### src/rtl/wb_mem_arbiter.sv
// Two-master Wishbone arbiter in front of a single 16-bit RAM slave.
// Round-robin, one transfer per grant, one idle GAP cycle, bus timeout.
module wb_mem_arbiter #(
  parameter int AW      = 13,
  parameter int TIMEOUT = 15
) (
  input  logic          wb_clk_i,
  input  logic          wb_rst_ni,
  input  logic [AW-1:0] m0_adr_i,
  input  logic [15:0]   m0_dat_i,
  output logic [15:0]   m0_dat_o,
  input  logic          m0_cyc_i,
  input  logic          m0_stb_i,
  input  logic          m0_we_i,
  input  logic [1:0]    m0_sel_i,
  output logic          m0_ack_o,
  output logic          m0_err_o,
  input  logic [AW-1:0] m1_adr_i,
  input  logic [15:0]   m1_dat_i,
  output logic [15:0]   m1_dat_o,
  input  logic          m1_cyc_i,
  input  logic          m1_stb_i,
  input  logic          m1_we_i,
  input  logic [1:0]    m1_sel_i,
  output logic          m1_ack_o,
  output logic          m1_err_o,
  output logic [AW-1:0] s_adr_o,
  output logic [15:0]   s_dat_o,
  input  logic [15:0]   s_dat_i,
  output logic          s_cyc_o,
  output logic          s_stb_o,
  output logic          s_we_o,
  output logic [1:0]    s_sel_o,
  input  logic          s_ack_i
);

  localparam int TW = (TIMEOUT > 0) ? $clog2(TIMEOUT + 1) : 1;
  localparam logic [TW-1:0] TLAST =
    TW'((TIMEOUT > 0) ? TIMEOUT - 1 : 0);

  typedef enum logic [1:0] {
    IDLE, BUSY0, BUSY1, GAP
  } state_e;

  state_e        state_q, state_d;
  logic          prio_q, prio_d;
  logic          last_q, last_d;
  logic [TW-1:0] timer_q, timer_d;

  logic req0, req1;
  logic busy, gnt, req_g, we_g;
  logic ack_g, tmo, pick;
  logic [1:0] sel_g;

  assign req0  = m0_cyc_i & m0_stb_i;
  assign req1  = m1_cyc_i & m1_stb_i;
  assign busy  = (state_q == BUSY0) | (state_q == BUSY1);
  // Outside BUSY the slave address/data follow the last granted master.
  assign gnt   = busy ? (state_q == BUSY1) : last_q;
  assign req_g = gnt ? req1 : req0;
  assign we_g  = gnt ? m1_we_i : m0_we_i;
  assign sel_g = gnt ? m1_sel_i : m0_sel_i;
  assign ack_g = busy & req_g & s_ack_i;
  assign tmo   = (TIMEOUT > 0) & busy & (timer_q == TLAST);
  assign pick  = (req0 & req1) ? prio_q : req1;

  assign s_adr_o  = gnt ? m1_adr_i : m0_adr_i;
  assign s_dat_o  = gnt ? m1_dat_i : m0_dat_i;
  assign s_cyc_o  = busy & req_g;
  assign s_stb_o  = busy & req_g;
  assign s_we_o   = busy & we_g;
  assign s_sel_o  = busy ? sel_g : 2'b11;
  assign m0_dat_o = s_dat_i;
  assign m1_dat_o = s_dat_i;

  assign m0_ack_o = (state_q == BUSY0) & req0 & s_ack_i;
  assign m1_ack_o = (state_q == BUSY1) & req1 & s_ack_i;
  assign m0_err_o = (state_q == BUSY0) & req0 & tmo & ~s_ack_i;
  assign m1_err_o = (state_q == BUSY1) & req1 & tmo & ~s_ack_i;

  always_comb begin
    state_d = state_q;
    prio_d  = prio_q;
    last_d  = last_q;
    timer_d = timer_q;
    unique case (state_q)
      IDLE: begin
        if (req0 | req1) begin
          state_d = pick ? BUSY1 : BUSY0;
          last_d  = pick;
          timer_d = '0;
        end
      end
      BUSY0, BUSY1: begin
        if (timer_q != '1) timer_d = timer_q + TW'(1);
        // Ack beats a coincident timeout; an abort keeps priority.
        if (ack_g) begin
          state_d = GAP;
          prio_d  = ~gnt;
        end else if (!req_g) begin
          state_d = GAP;
        end else if (tmo) begin
          state_d = GAP;
          prio_d  = ~gnt;
        end
      end
      GAP:     state_d = IDLE;
      default: state_d = IDLE;
    endcase
  end

  always_ff @(posedge wb_clk_i or negedge wb_rst_ni) begin
    if (!wb_rst_ni) begin
      state_q <= IDLE;
      prio_q  <= 1'b0;
      last_q  <= 1'b0;
      timer_q <= '0;
    end else begin
      state_q <= state_d;
      prio_q  <= prio_d;
      last_q  <= last_d;
      timer_q <= timer_d;
    end
  end

endmodule
### config.mk
export PLATFORM = sky130hd
export DESIGN_NAME = wb_mem_arbiter
export DESIGN_NICKNAME = d
export VERILOG_FILES = /design/src/rtl/wb_mem_arbiter.sv
export SDC_FILE = /design/constraint.sdc
export NUM_CORES = 1
export LEC_CHECK = 0
export ABC_CLOCK_PERIOD_IN_PS = 2290
export BUFFER_PORTS_ARGS = -buffer_cell sky130_fd_sc_hd__buf_2
export CORE_MARGIN = 4
export CORE_UTILIZATION = 33
export CTS_BUF_LIST = sky130_fd_sc_hd__clkbuf_8
export CTS_CLUSTER_SIZE = 12
export DETAILED_ROUTE_END_ITERATION = 10
export PLACE_DENSITY_LB_ADDON = 0.05
export SYNTH_ARGS = -nofsm -noshare
export SYNTH_HDL_FRONTEND = slang
export SYNTH_SLANG_ARGS = --single-unit
### constraint.sdc
create_clock -name wb_clk_i -period 2.29 [get_ports wb_clk_i]
set_input_delay 0.3435 -clock wb_clk_i [delete_from_list [all_inputs] [get_ports wb_clk_i]]
set_output_delay 0.3435 -clock wb_clk_i [all_outputs]
set_load 0.1 [all_outputs]
==> results.md, run 1 <==
* Mapped Avg Cell Area at 8.91 um2
* Largest cells by area after synthesis: mux2_2 29%, buf_4 20%, dfrtp_1 17%
* WL per Instance at 19.4 um
* Unrepaired setup endpoints after global routing: yes
* Post-synth EDFFs at 0
* Clk buf depth at 2
* Critical Path Start Type: flop
* Row cnt at 21
* CTS tree: built
* Max_slew headroom at 67.4%
* Via count at about 1300
* Nets@finish at 319
* Synth Cell Area at about 0.0012 mm2
* Fin crit period at roughly 2.3 ns
* # Max-Cap Violations at 0
* Critical Setup Path Class: flop to output pin
* Vias per Instance at between 4 and 5
* Hold Startpoint: m0_stb_i
* Reg2reg start: state_q[1]
* Die width at 68.6 um
* Ys async rst share at 100%
* Skew-Pair Late Insertion Delay at 0.23 ns
* Slew @ Worst Pin at 0.493 ns
* Synth Register Bits at 8
* Syn-to-layout area delta at 101%
* DP HPWL at between 4000 and 5000 um
* Clk slew on worst S/H paths at 0.04 ns
* Number of global-route vias before repair at 1351
* Library cells used by synthesis at 28
* # IOs at roughly 160
* Fraction of layout cells with a size suffix above 1 at between 70 and 80%
* Post-synth top area cell: mux2_2
* I/O Buffers at 108
* Top_reg_cell synth: dfrtp_1
* Worst Setup SP: state_q[1]
* Failing checks: negative setup slack
* Commonest cells post-synth: 33 x buf_4, 31 x mux2_2, 10 x nand2_1
* Syn nets at 229
* # clock sinks at 8
* Die Area at 0.00470 mm2
* Synth top area share at about 29%
* Synth Warn # at 0
* Largest net degree at the start of global routing at 18
* Post-synthesis cell count at 136
* Outcome: complete, but fails checks
* CP Capture Type: output pin
* Initial DRC count at 46
* WP data required at 1.95 ns
* Drt first pass iters at 4
* Fin Setup TNS at -0.961 ns
* Final hold violation count at 0
* Post-Layout Inst Area at 0.00243 mm2
* Placed instance area at 0.00212 mm2
* Root Buffer: clkbuf_8
* Grt ovf at 0
* Overall routing resource usage at between 20% and 30%
* Num CTS Buffers at 3
* Height of the die at 68.6 um
* FMAX at 426 MHz
* Endpoints failing setup at 29
* CTS H-tree depth at 1
* Starting Density at around a third
* Most numerous cell in the Yosys netlist: buf_4
* Final cell utilization of the core at 70.6%
* Drt total wl at 5230 um
* Fin worst setup slack at -0.0580 ns
* First-pass GRT wire length at approximately 7000 um
* Critical path data arrival time at approximately 2.0 ns
* Core Region at 0.00344 mm2
* Initial antenna violation count at 0
* Final ANT Viol Nets at 0
* Clk_skew at 0.000966 ns
* Final Cycle Share at 103%
* CP max FO at 6
* RD Place Congestion at 0.679
* Detailed-route DRC error count at 0
* Worst Hold Class: primary input to flop
* Ant diodes at 0
* Slew Limit Fails at 0
* Sequential-to-total area share from yosys stat at 16.5%
==> metal layers <==
| layer | vias up | track usage [%] | share of wire [%] |
|---|---|---|---|
| met5 | - | 0 | 0 |
| li1 | 618 | - | - |
| met2 | 67 | 38.6 | 57 |
| met4 | 0 | 5.46 | 1.5 |
| met1 | 620 | 23.6 | 31 |
| met3 | 13 | 4.21 | 10 |
==> flip-flops by register name, summed over array words and instances (netlist names) <==
signal   flops
last_q       1
timer_q      4
prio_q       1
state_q      2
==> path summary, 6_finish.rpt <==
kind                               to  slack [ns]  depth (start not counted)
setup / recovery           s_dat_o[8]       -0.06                          7
hold / removal                 last_q        0.46                          3
setup reg to reg           timer_q[3]        0.27                          7
hold reg to reg            timer_q[1]        0.54                          2
max in group asynchronous  state_q[0]        1.64                          2
min in group asynchronous  state_q[1]        0.49                          2
==> area by class of cell <==
class,instances,area [um2]
clock buffers,3,41.3
repair buffers,124,1260
flip-flops and latches,8,200
well taps,46,57.6
multi-input cells,85,856
fillers,257,1010
inverters,4,15.0
==> cell usage in the layout (no fill, tap or decap), types with 2 or more instances in the layout <==
cell type	n
buf_2	74
buf_12	35
mux2_4	29
nand2_1	10
nand3_1	8
dfrtp_1	8
buf_4	8
mux2i_1	5
nor2_1	5
ha_1	5
o21ai_0	3
clkbuf_8	3
buf_16	3
inv_1	2
inv_2	2
mux2_2	2
buf_6	2
==> critical path, stage by stage, from the launching register on <==
cell and delay (ns):
dfrtp_1 0.37, inv_2 0.06, ha_4 0.28, mux2i_4 0.26, buf_6 0.16, buf_12 0.13, mux2_4 0.33, buf_12 0.17
==> metrics by stage <==
stage / setup slack (ns) / hold slack, ns / instances
after floorplan: -0.496 / 0.0479 / 136
after global placement: 0.136 / 0.194 / 256
after detailed placement: 0.0994 / 0.202 / 256
after CTS: -0.0387 / 0.455 / 270
after global routing: -0.120 / 0.479 / 270
final: -0.0580 / 0.465 / 270
==> what timing repair did <==
item                                    4_1_cts  5_1_grt
pin swaps                                     1        0
hold endpoints to repair                      8        0
cloned                                        3        0
endpoints found under the setup margin       29       29
setup buffers                                 7        1
hold buffers                                  1        0
resized for setup                            37        2
==> cell families (layout without fill, tap and decap cells) <==
family,Yosys count,count (layout),synth area share (%)
DFF,8,8,16.5
and+or+nand+nor,33,33,13.6
muxes,37,37,33.8
buffers and inverters,43,131,24.4
AOI/OAI and AO/OA,9,9,5.47
adders and majority gates,6,6,6.20
Power of run 1 is left out: the tool's default activity adds up to more than one toggle a clock period on the data nets, which glitch-free logic cannot reach.
==> run 2, diff against run 1 <==
--- a/config.mk
+++ b/config.mk
@@ -5,13 +5,14 @@
 export SDC_FILE = /design/constraint.sdc
 export NUM_CORES = 1
 export LEC_CHECK = 0
-export ABC_CLOCK_PERIOD_IN_PS = 2290
+export ABC_CLOCK_PERIOD_IN_PS = 1950
 export BUFFER_PORTS_ARGS = -buffer_cell sky130_fd_sc_hd__buf_2
 export CORE_MARGIN = 4
-export CORE_UTILIZATION = 33
+export CORE_UTILIZATION = 30
 export CTS_BUF_LIST = sky130_fd_sc_hd__clkbuf_8
 export CTS_CLUSTER_SIZE = 12
 export DETAILED_ROUTE_END_ITERATION = 10
+export MAX_ROUTING_LAYER = met4
 export PLACE_DENSITY_LB_ADDON = 0.05
 export SYNTH_ARGS = -nofsm -noshare
 export SYNTH_HDL_FRONTEND = slang
==> constraint.sdc (replaced) <==
create_clock -name wb_clk_i -period 1.95 [get_ports wb_clk_i]
set_input_delay 0.2925 -clock wb_clk_i [delete_from_list [all_inputs] [get_ports wb_clk_i]]
set_output_delay 0.2925 -clock wb_clk_i [all_outputs]
set_load 0.1 [all_outputs]
==> results.md, run 2 (synthesis gave the netlist of run 1 again) <==
* Critical Path Start Type: flop
* Critical Setup Path Class: flop to output pin
* Nets@finish at 326 (+2.2%)
* Detailed-route DRC error count at 0 (unchanged)
* Clk_skew at 0.00284 ns (+0.00188 ns)
* Unrepaired setup endpoints after global routing: yes
* WP data required at 1.66 ns (-0.29 ns)
* Syn-to-layout area delta at 114%
* Failing checks: negative setup slack
* RD Place Congestion at 0.941 (+39%)
* Final ANT Viol Nets at 0 (unchanged)
* Core Region at 0.00377 mm2 (+9.6%)
* Num CTS Buffers at 3 (unchanged)
* DP HPWL at 3790 um (-10%)
* Drt first pass iters at 4 (unchanged)
* Overall routing resource usage at 19.0% (-1.7 points)
* # Max-Cap Violations at 0 (unchanged)
* Ant diodes at 0 (unchanged)
* CTS H-tree depth at 1 (unchanged)
* Worst Hold Path Cells at 3 (unchanged)
* Die Area at 0.00512 mm2 (+8.8%)
* Worst Hold Class: primary input to flop
* Outcome: complete, but fails checks
* Critical path data arrival time at 1.96 ns (-0.04 ns)
* Endpoints failing setup at 33 (+14%)
* Final hold violation count at 0 (unchanged)
* Reg2reg start: state_q[0]
* Max reg flops at 4 (unchanged)
* Final Cycle Share at 115%
* Slew Limit Fails at 0 (unchanged)
* Hold Startpoint: m0_stb_i
* Fill cell count at 270 (+5.1%)
* Max_slew headroom at 82.2% (+15 points)
* Height of the die at 71.5 um (+4.3%)
* Commonest non-fill, non-tap cell in the layout: buf_2
* Die width at 71.5 um (+4.3%)
* Skew-Pair Late Insertion Delay at 0.23 ns (about the same)
* Post-Layout Inst Area at 0.00259 mm2 (+6.4%)
* Reg-to-reg slack, setup at -0.12 ns (-0.39 ns)
* # IOs at 157 (unchanged)
* Clk buf depth at 2 (unchanged)
* WL per Instance at 17.8 um (-8.0%)
* CP Capture Type: output pin
* Largest reg by FF count: timer_q
* Drt total wl at 4970 um (-4.9%)
* Root Buffer: clkbuf_8
* CTS tree: built
* Fin crit period at 2.25 ns
* Row cnt at 22 (+4.8%)
* Clk slew on worst S/H paths at 0.04 ns (about the same)
* Most frequent cells in the layout: 70 x buf_2, 40 x buf_12, 29 x mux2_4
* Initial antenna violation count at 0 (unchanged)
* CP max FO at 12 (+6)
* Worst Setup SP: state_q[1]
* Reg2reg end: timer_q[3]
* Largest net degree at the start of global routing at 18 (unchanged)
* Fin worst setup slack at -0.302 ns (-0.244 ns)
* First-pass GRT wire length at 7500 um (+6.7%)
* Slew @ Worst Pin at 0.260 ns (-0.233 ns)
* Fraction of layout cells with a size suffix above 1 at 78.8% (+5.1 points)
* Via count at 1332 (+1.1%)
* Initial DRC count at 23 (-50%)
* FMAX at approximately 440 MHz
* Starting Density at 32.1% (-3.1 points)
* Vias per Instance at 4.77 (-2.2%)
* I/O Buffers at 108 (unchanged)
* # clock sinks at 8 (unchanged)
* Grt ovf at 0 (unchanged)
* Hold Crit Endpoint: last_q
* Number of global-route vias before repair at 1438 (+6.4%)
* Placed instance area at 0.00203 mm2 (-4.0%)
* Largest regs: timer_q x4, state_q x2
* Reg2Reg Depth at 8 (+1)
-- run 2: cell count changes in the layout (fill, tap and decap cells not counted), moves of 3 or more --
cell and change:
nor2_1 -3, buf_12 +5, buf_2 -4, nor2_4 +3, o21ai_0 -3, buf_4 +6
-- run 2: repair_timing --
item	4_1_cts	5_1_grt
endpoints found under the hold margin	8	0
resized for setup	89	16
setup endpoints to repair	36	38
buffers inserted	4	8
hold buffers	1	0
gates cloned	1	0
pin swaps	0	5
-- run 2: final cells by class --
cell class              instances  area (um2)  share of cell area (%)
repair buffers                131        1350                    52.3
multi-input cells              85         916                    35.4
flip-flops and latches          8         200                    7.74
well taps                      48        60.1                    2.32
clock buffers                   3        41.3                    1.60
inverters                       4        15.0                   0.581
-- run 2: worst max path at each step --
stage	end	slack, ns
after global routing	s_adr_o[9]	-0.39
after global placement	s_dat_o[6]	-0.13
after floorplan	s_we_o	-0.26
after CTS	s_adr_o[9]	-0.30
after detailed placement	s_dat_o[14]	-0.16
final	s_adr_o[9]	-0.30
-- run 2: layer usage --
layer / wire length [um] / global-route usage (%) / share of wire [%]
met1: 1700 / 18.5 / 34
met3: 420 / 4.49 / 8.5
met2: 2780 / 36.9 / 56
met4: 76 / 5.01 / 1.5
met5: 0 / - / 0
-- run 2: critical path, cell delays in order, from the launching register on --
cell	delay, ns
dfrtp_1	0.36
inv_2	0.06
ha_4	0.28
mux2i_4	0.24
buf_4	0.15
buf_12	0.14
mux2_4	0.33
buf_12	0.17
-- run 2: metrics by stage --
step                setup slack, ns  utilization, %  hold WS (ns)  setup TNS, ns  cells
finish                       -0.302            68.6         0.400          -8.54    279
global route                 -0.390            68.6         0.420         -11.57    279
CTS                          -0.298            65.5         0.402          -8.60    271
detailed placement           -0.157            53.9         0.146          -3.31    262
global placement             -0.131            53.9         0.146          -2.74    262
floorplan                    -0.262               -      -0.00309          -2.82    136
Power of run 2 is left out for the same reason.
